`config.mk`:
```
export PLATFORM = sky130hd
export DESIGN_NAME = dm_cache
export DESIGN_NICKNAME = d
export VERILOG_FILES = /design/src/rtl/dm_cache.sv
export SDC_FILE = /design/constraint.sdc
export NUM_CORES = 1
export LEC_CHECK = 0
export BUFFER_PORTS_ARGS = -buffer_cell sky130_fd_sc_hd__buf_2
export CAP_MARGIN = 20
export CORE_MARGIN = 4
export CORE_UTILIZATION = 58
export DETAILED_ROUTE_END_ITERATION = 8
export PLACE_DENSITY = 0.76
export SLEW_MARGIN = 20
export SYNTH_ARGS = -nofsm -noshare
export SYNTH_HDL_FRONTEND = slang
export SYNTH_SLANG_ARGS = --single-unit
```
`constraint.sdc`:
```
create_clock -name clk -period 11.1 [get_ports clk]
set_input_delay 1.665 -clock clk [delete_from_list [all_inputs] [get_ports clk]]
set_output_delay 1.665 -clock clk [all_outputs]
set_load 0.01 [all_outputs]
```
`src/rtl/dm_cache.sv`:
```
`default_nettype none
// ============================================================================
//  Module      : dm_cache
//  Description : Direct-mapped, write-back, write-allocate data cache between
//                the CPU data port and a word-addressed memory with a 1-cycle
//                registered read and a synchronous write. Hits are served with
//                zero wait cycles. A miss stalls the CPU, writes back a dirty
//                victim line word by word, then refills the line word by word.
//                Access and miss counters support benchmark runs.
//  Revision    : 1.0 - initial release
// ============================================================================
module dm_cache #(
    parameter  int LINE_ADDR_LEN = 2,
    parameter  int SET_ADDR_LEN  = 3,
    parameter  int TAG_ADDR_LEN  = 6,
    localparam int MEM_ADDR_LEN  = TAG_ADDR_LEN + SET_ADDR_LEN + LINE_ADDR_LEN
) (
    input  logic                    clk,
    input  logic                    rst,
    input  logic [31:0]             addr,
    input  logic                    rd_req,
    input  logic                    wr_req,
    input  logic [31:0]             wr_data,
    output logic [31:0]             rd_data,
    output logic                    miss,
    output logic [MEM_ADDR_LEN-1:0] mem_addr,
    output logic                    mem_wr_req,
    output logic [31:0]             mem_wr_data,
    input  logic [31:0]             mem_rd_data,
    output logic [31:0]             access_cnt,
    output logic [31:0]             miss_cnt
);

    localparam int c_line_words = 1 << LINE_ADDR_LEN;
    localparam int c_sets       = 1 << SET_ADDR_LEN;
    localparam int c_words      = 1 << (SET_ADDR_LEN + LINE_ADDR_LEN);

    // Counter end points: SWAP_OUT runs k = 0..N-1, SWAP_IN runs k = 0..N
    localparam logic [LINE_ADDR_LEN:0]   c_cnt_last_out = (LINE_ADDR_LEN+1)'(c_line_words - 1);
    localparam logic [LINE_ADDR_LEN:0]   c_cnt_last_in  = (LINE_ADDR_LEN+1)'(c_line_words);
    localparam logic [LINE_ADDR_LEN:0]   c_cnt_one      = (LINE_ADDR_LEN+1)'(1);
    localparam logic [LINE_ADDR_LEN-1:0] c_off_one      = LINE_ADDR_LEN'(1);

    typedef enum logic [1:0] {
        S_IDLE       = 2'd0,
        S_SWAP_OUT   = 2'd1,
        S_SWAP_IN    = 2'd2,
        S_SWAP_IN_OK = 2'd3
    } state_t;

    state_t                   r_state;
    logic [LINE_ADDR_LEN:0]   r_cnt;
    logic [c_sets-1:0]        r_valid;
    logic [c_sets-1:0]        r_dirty;
    logic [TAG_ADDR_LEN-1:0]  r_tag  [c_sets];
    logic [31:0]              r_data [c_words];
    logic [31:0]              r_access_cnt;
    logic [31:0]              r_miss_cnt;

    logic [MEM_ADDR_LEN-1:0]               w_word_idx;
    logic [LINE_ADDR_LEN-1:0]              w_offset;
    logic [SET_ADDR_LEN-1:0]               w_set;
    logic [TAG_ADDR_LEN-1:0]               w_tag;
    logic                                  w_req;
    logic                                  w_idle;
    logic                                  w_hit;
    logic                                  w_miss;
    logic                                  w_victim_dirty;
    logic [LINE_ADDR_LEN-1:0]              w_cnt_off;
    logic [LINE_ADDR_LEN-1:0]              w_fill_off;
    logic [SET_ADDR_LEN+LINE_ADDR_LEN-1:0] w_hit_idx;
    logic [SET_ADDR_LEN+LINE_ADDR_LEN-1:0] w_out_idx;
    logic [SET_ADDR_LEN+LINE_ADDR_LEN-1:0] w_fill_idx;
    logic                                  w_unused;

    // Byte offset and address bits above the memory range carry no meaning
    assign w_unused = &{1'b0, addr[31:MEM_ADDR_LEN+2], addr[1:0]};

    assign w_word_idx = addr[MEM_ADDR_LEN+1:2];
    assign w_offset   = w_word_idx[LINE_ADDR_LEN-1:0];
    assign w_set      = w_word_idx[LINE_ADDR_LEN+SET_ADDR_LEN-1:LINE_ADDR_LEN];
    assign w_tag      = w_word_idx[MEM_ADDR_LEN-1:LINE_ADDR_LEN+SET_ADDR_LEN];

    assign w_req          = rd_req | wr_req;
    assign w_idle         = (r_state == S_IDLE);
    assign w_hit          = w_req && r_valid[w_set] && (r_tag[w_set] == w_tag) && w_idle;
    assign w_miss         = !w_idle || (w_req && !w_hit);
    assign w_victim_dirty = r_valid[w_set] && r_dirty[w_set];

    // Refill data arrives one cycle after its address, so it lands at k-1
    assign w_cnt_off  = r_cnt[LINE_ADDR_LEN-1:0];
    assign w_fill_off = w_cnt_off - c_off_one;
    assign w_hit_idx  = {w_set, w_offset};
    assign w_out_idx  = {w_set, w_cnt_off};
    assign w_fill_idx = {w_set, w_fill_off};

    assign miss       = w_miss;
    assign access_cnt = r_access_cnt;
    assign miss_cnt   = r_miss_cnt;

    // CPU read data and memory command decode for the current state
    always_comb begin
        rd_data     = 32'd0;
        mem_addr    = '0;
        mem_wr_req  = 1'b0;
        mem_wr_data = 32'd0;
        if (w_hit && !wr_req) begin
            rd_data = r_data[w_hit_idx];
        end
        case (r_state)
            S_SWAP_OUT: begin
                mem_addr    = {r_tag[w_set], w_set, w_cnt_off};
                mem_wr_req  = 1'b1;
                mem_wr_data = r_data[w_out_idx];
            end
            S_SWAP_IN: begin
                if (r_cnt != c_cnt_last_in) begin
                    mem_addr = {w_tag, w_set, w_cnt_off};
                end
            end
            default: begin
            end
        endcase
    end

    // Miss-handling state machine, line status bits and benchmark counters
    always_ff @(posedge clk) begin
        if (rst) begin
            r_state      <= S_IDLE;
            r_cnt        <= '0;
            r_valid      <= '0;
            r_dirty      <= '0;
            r_access_cnt <= 32'd0;
            r_miss_cnt   <= 32'd0;
        end else begin
            if (w_req && !w_miss) begin
                r_access_cnt <= r_access_cnt + 32'd1;
            end
            case (r_state)
                S_IDLE: begin
                    if (w_hit && wr_req) begin
                        r_dirty[w_set] <= 1'b1;
                    end else if (w_req && !w_hit) begin
                        r_miss_cnt <= r_miss_cnt + 32'd1;
                        r_cnt      <= '0;
                        r_state    <= w_victim_dirty ? S_SWAP_OUT : S_SWAP_IN;
                    end
                end
                S_SWAP_OUT: begin
                    if (r_cnt == c_cnt_last_out) begin
                        r_cnt   <= '0;
                        r_state <= S_SWAP_IN;
                    end else begin
                        r_cnt <= r_cnt + c_cnt_one;
                    end
                end
                S_SWAP_IN: begin
                    if (r_cnt == c_cnt_last_in) begin
                        r_state <= S_SWAP_IN_OK;
                    end else begin
                        r_cnt <= r_cnt + c_cnt_one;
                    end
                end
                S_SWAP_IN_OK: begin
                    r_valid[w_set] <= 1'b1;
                    r_dirty[w_set] <= 1'b0;
                    r_cnt          <= '0;
                    r_state        <= S_IDLE;
                end
                default: begin
                    r_state <= S_IDLE;
                end
            endcase
        end
    end

    // Tag and data storage; contents survive reset, validity is what is cleared
    always_ff @(posedge clk) begin
        if (!rst) begin
            if (w_hit && wr_req) begin
                r_data[w_hit_idx] <= wr_data;
            end
            if ((r_state == S_SWAP_IN) && (r_cnt != '0)) begin
                r_data[w_fill_idx] <= mem_rd_data;
            end
            if (r_state == S_SWAP_IN_OK) begin
                r_tag[w_set] <= w_tag;
            end
        end
    end

endmodule
`default_nettype wire

```
-- Word-level counts from Yosys, hierarchy flattened
Memories as Yosys holds them, arrays and structs flattened.
Cells that the tools add are included.
W data, S select, Z words.
- bits in writable memories: 1072
- memories kept: 2
- word-level logic and storage cells: 92
- register bits after elaboration: 85
- input bits: 100
- output and inout port bits: 141
- equal/unequal tests: 13
- bitwise logic cells: 6
- reduce and logical (&&, ||, !) cells: 23
- add/subtract/negate cells: 4
- mux-type cells: 36
- $lt $le $gt $ge: 2
- memory list (name ; depth ; width ; rd ports ; clocked after Yosys merged registers in ; wr ports ; line ; text):
    r_data ; 32 ; 32 ; 2 ; 0 ; 1 ; 56 ; logic [31:0] r_data [c_words];
    r_tag ; 8 ; 6 ; 1 ; 0 ; 1 ; 55 ; logic [TAG_ADDR_LEN-1:0] r_tag [c_sets];
- operators with widths (cell ; count):
    $mux W32 ; 3
    $add A32 B1 Y32 const B ; 2
    $reduce_or A32 Y1 ; 1
    $pmux W11 S2 ; 1
    $or A8 B8 Y8 ; 2
    $pmux W8 S2 ; 1
    $mux W1 ; 14
    $mux W3 ; 4
    $pmux W3 S4 ; 1
    $mux W11 ; 1
    $logic_and A1 B1 Y1 ; 10
    $mux W2 ; 5
    $and A8 B8 Y8 ; 1
    $mux W8 ; 1
    $ne A2 B2 Y1 const B ; 4
    $not A8 Y8 ; 1
    $pmux W2 S4 ; 1
    $bmux W1 S3 ; 2
    $eq A6 B6 Y1 ; 1
    $reduce_and A3 Y1 ; 2
    $mux W5 ; 1
    $eq A2 B2 Y1 const B ; 2
    $logic_not A1 Y1 ; 4
    $lt A3 B4 Y1 const B ; 1
    17 further kinds ; 18

-- Longest topological paths before layout
- depth after elaboration: 10
- depth in mapped cells: 12

-- Least setup slack after synthesis
OpenSTA, ideal clock, no wires.
- path kind: in2reg
- from: input port addr[4]
- to: memory r_data[10][0], enable pin
- data arrival time: 6.047 ns
- stages on the path: 11
- slack: 4.592 ns
- path buffers: 4
- required time: 10.639 ns
- cells stage by stage: buf_6 > buf_12 > mux4_2 > mux2i_1 > xnor2_1 > a2111oi_4 > and4b_1 > buf_4 > a31oi_4 > buf_2 > nor3_1
- word-level cells in the longest chain between the ends: 10
- elaborated cells between the ends (all ways): 13
- classes of those cells: eq/ne (1); mux (7); reduce/logical (4); memory (1)
- ends and longest elaborated chain (what ; line ; text):
    start: declaration ; 20 ; input logic [31:0] addr,
    parallel branches: the longest is 10 deep, another holds $mem_v2 Z8 W6 ; - ;
    end: declaration ; 56 ;
Parallel ways; which one is timed is not known. The select of a mux whose other input is x is not followed.

-- Final worst setup path
- from: input port addr[4]
- to: output port rd_data[5]
- word-level cells in the longest chain between the ends: 7
- elaborated cells between the ends (all ways): 10
- classes of those cells: eq/ne (1); mux (3); reduce/logical (4); memory (2)
- ends and longest elaborated chain (what ; line ; text):
    parallel branches: the longest is 6 deep, another holds $mem_v2 Z8 W6 ; - ;
    $mux W32 * ; 107 ; if (w_hit && !wr_req) begin
    end: declaration ; 24 ; output logic [31:0] rd_data,
Every way passes the cells marked *. The select of a mux whose other input is x is not followed.

==> impl_metrics.tcl <==
set metrics [dict create \
    min_period_ps 8000 \
    cts_buffers 116 \
    cp.required_ps 9440 \
    grt_pass1_vias 33500 \
    cts_tree "yes" \
    rsz0062_at_grt "no" \
    fin_skew_ps 28.2 \
    arrival_ps 6340 \
    antenna_found_initial 2 \
    crit_family "buffers and inverters" \
    cts_hold_buf 0 \
    post_route_cells_drive_above_1_share_pct 34.5 \
    area_delta_synth_final_pct 12.2 \
    drt-total-wl_um 156000 \
    track_usage_pct 32.8 \
    synth_seq_cells 1157 \
    report.final.setup_viol 0 \
    path_cells "buf_4, buf_4, mux4_2, mux2_2, nand2_1, a2111oi_4, buf_4, and2_1, buf_4, nand2b_2, buf_4, a311oi_1, buf_2" \
    grt_first_pass_wirelength_um 226000 \
    cellPowerDensity_mw_per_mm2 168 \
    hold_class "flip-flop to flip-flop" \
    ant_nets 0 \
    drv_cap 0 \
    fp.dieW_um 310 \
    post_cts_resized 0 \
    grt_overflow 0 \
    clock_sinks 1157 \
    hold_viol_final 0 \
    slowest_delay_ps 750 \
    finalPower_mw 9.97 \
    ioPinCount 241 \
    drc_errors 0 \
    num_vias 33200 \
    end_kind "output port" \
    max-vdd-ir-drop_mv 0.147 \
    clk_pin_slew_ps 60 \
    preCtsSetupSlack_ps 3210 \
    synth_seq_area_share_pct 64.0 \
    fin_tns_setup_ps 0 \
    worst_pin_slew_ps 1130 \
    cts_root_buffer "clkbuf_16" \
    netlist_area_mm2 0.0529 \
    critical_path_buf_inv_count 6 \
    slew_headroom_pct 24.9 \
    initial_core_util_pct 58.6 \
    core_mm2 0.0903 \
    report.final.slew_viol_count 0 \
    firstDrtPassIters 7 \
    cts.htree.levels 3 \
    die_y_um 310 \
    wire_per_inst_um 35.2 \
    post_cts_buffers 0 \
    setup_slack_ps 3100 \
    post-route-period-util_pct 72.1 \
    vias_per_cell 7.49 \
    yosys-top-cells-area "edfxtp_1 (61%), mux4_2 (22%), dfxtp_1 (3.2%)" \
    final_core_utilization_pct 65.8 \
    drtIter0Drc 5325 \
    dieArea_mm2 0.0962 \
    cpMostUsedCell "buf_4" \
    syn_nets 3058 \
    critical_path.slowest_cell "buf_4" \
    worstSetupPathType "input pin to output port" \
    p_leak_nw 19.0 \
    clock.fmax_mhz 125 \
    fin_nets 3277 \
    clock_latency_ps 700 \
    gp_congestion 0.834 \
    critPathLaunchType "input pin" \
    holdWs_ps 450 \
    async_flop_share_pct 0 \
    dp_hpwl_um 85000 \
    synthFlopType "edfxtp_1" \
    grt_max_degree 168 \
    clock_path_buffers 3 \
    synth_area_leader_cell "edfxtp_1" \
    io_buffers 219 \
    syn_inst 2948 \
    synth_most_common_cell "edfxtp_1" \
    num_rows 110 \
    postSynthAreaPerCell_um2 18.0 \
    status "completed" \
    synth_edf_count 1072 \
    synth_common_cells "edfxtp_1 (1072), mux4_2 (522), nand2_1 (257)" \
    crit_fanout 45 \
    synth_top_area_share_pct 60.8 \
    yosysUniqueCellTypes 74 \
    ys.warnings.count 0 \
]
## registers in the layout (all words and copies together), names as in the netlist, named ones only
name        cells
r_data       1024
r_cnt           3
miss_cnt       32
access_cnt     32
r_valid         8
r_state         2
r_tag          48
## power breakdown
group / total [mW] / switching, mW / internal (mW)
clock network: 3.88 / 1.66 / 2.23
logic: 1.23 / 0.710 / 0.524
registers: 4.85 / 0.0278 / 4.83
## kinds of logic (layout without fill, tap and decap cells)
family | Yosys count | in the layout | share of synthesized area (%)
AOI/OAI and AO/OA | 396 | 396 | 5.33
xor gates and xnor gates | 12 | 12 | 0.199
adders and majority gates | 10 | 10 | 0.236
buffers and inverters | 259 | 571 | 1.98
DFF | 1157 | 1157 | 64.0
muxes | 586 | 586 | 23.5
other | 0 | 4 | 0
and+or+nand+nor | 528 | 528 | 4.70
## metal layers
metal / GRT usage [%] / part of all wire [%] / up-vias
met5: 0 / 0 / -
met4: 13.9 / 5.0 / 0
met3: 9.81 / 15 / 513
met2: 51.5 / 47 / 2762
met1: 43.4 / 34 / 17100
li1: - / - / 12900
## cells in the final DEF (no fill, tap or decap), types with 22 or more instances in the layout
cell / synthesis / layout
edfxtp_1: 1072 / 1072
mux4_2: 522 / 522
nand2_1: 257 / 251
buf_2: 13 / 216
clkbuf_16: 0 / 117
o22ai_1: 108 / 108
buf_4: 6 / 101
a22oi_1: 94 / 94
dfxtp_1: 85 / 83
nor2_1: 77 / 76
a21oi_1: 52 / 52
mux2_2: 42 / 42
inv_1: 33 / 33
nor3_2: 0 / 33
a41oi_1: 32 / 32
or4_1: 31 / 31
nand3_1: 29 / 27
clkinv_1: 1 / 25
clkbuf_1: 143 / 24
o21ai_0: 23 / 23
clkinv_2: 0 / 22
## per-stage QoR
stage	cell area, µm²	instances
2_1_floorplan	52900	2948
4_1_cts	59400	4436
6_report	59400	4440
5_1_grt	59400	4436
3_5_place_dp	55700	4225
3_3_place_gp	55700	4225
## path summary, 6_finish.rpt
check / startpoint / endpoint / slack (ps) / depth (start not counted)
max: addr[4] / rd_data[5] / 3100 / 13
min: r_valid[4]$_SDFFE_PP0P_ / r_valid[4]$_SDFFE_PP0P_ / 450 / 1
max reg2reg: r_state[1]$_SDFFE_PP0P_ / r_data[25][28]$_DFFE_PP_ / 6070 / 11
min reg2reg: r_valid[4]$_SDFFE_PP0P_ / r_valid[4]$_SDFFE_PP0P_ / 450 / 1
## final cells by class
type / count / area, µm²
Clock buffer: 145 / 3070
Sequential cell: 1157 / 33900
Tap cell: 1176 / 1470
Antenna cell: 4 / 10.0
Timing Repair Buffer: 323 / 1940
Inverter: 37 / 140
Fill cell: 5844 / 30900
Clock inverter: 66 / 633
Multi-Input combinational cell: 1532 / 18200
## worst register-to-register path: stages (launching register included)
cell       delay [ps]
dfxtp_1           330
inv_1             100
ha_1              350
nor2b_1           460
nand2_1           170
a2111oi_4         380
buf_4             310
and4b_1           600
a31oi_2           160
buf_4             260
nor3_2            790
buf_4             680
No activity file was read; power rests on OpenSTA's default activity.
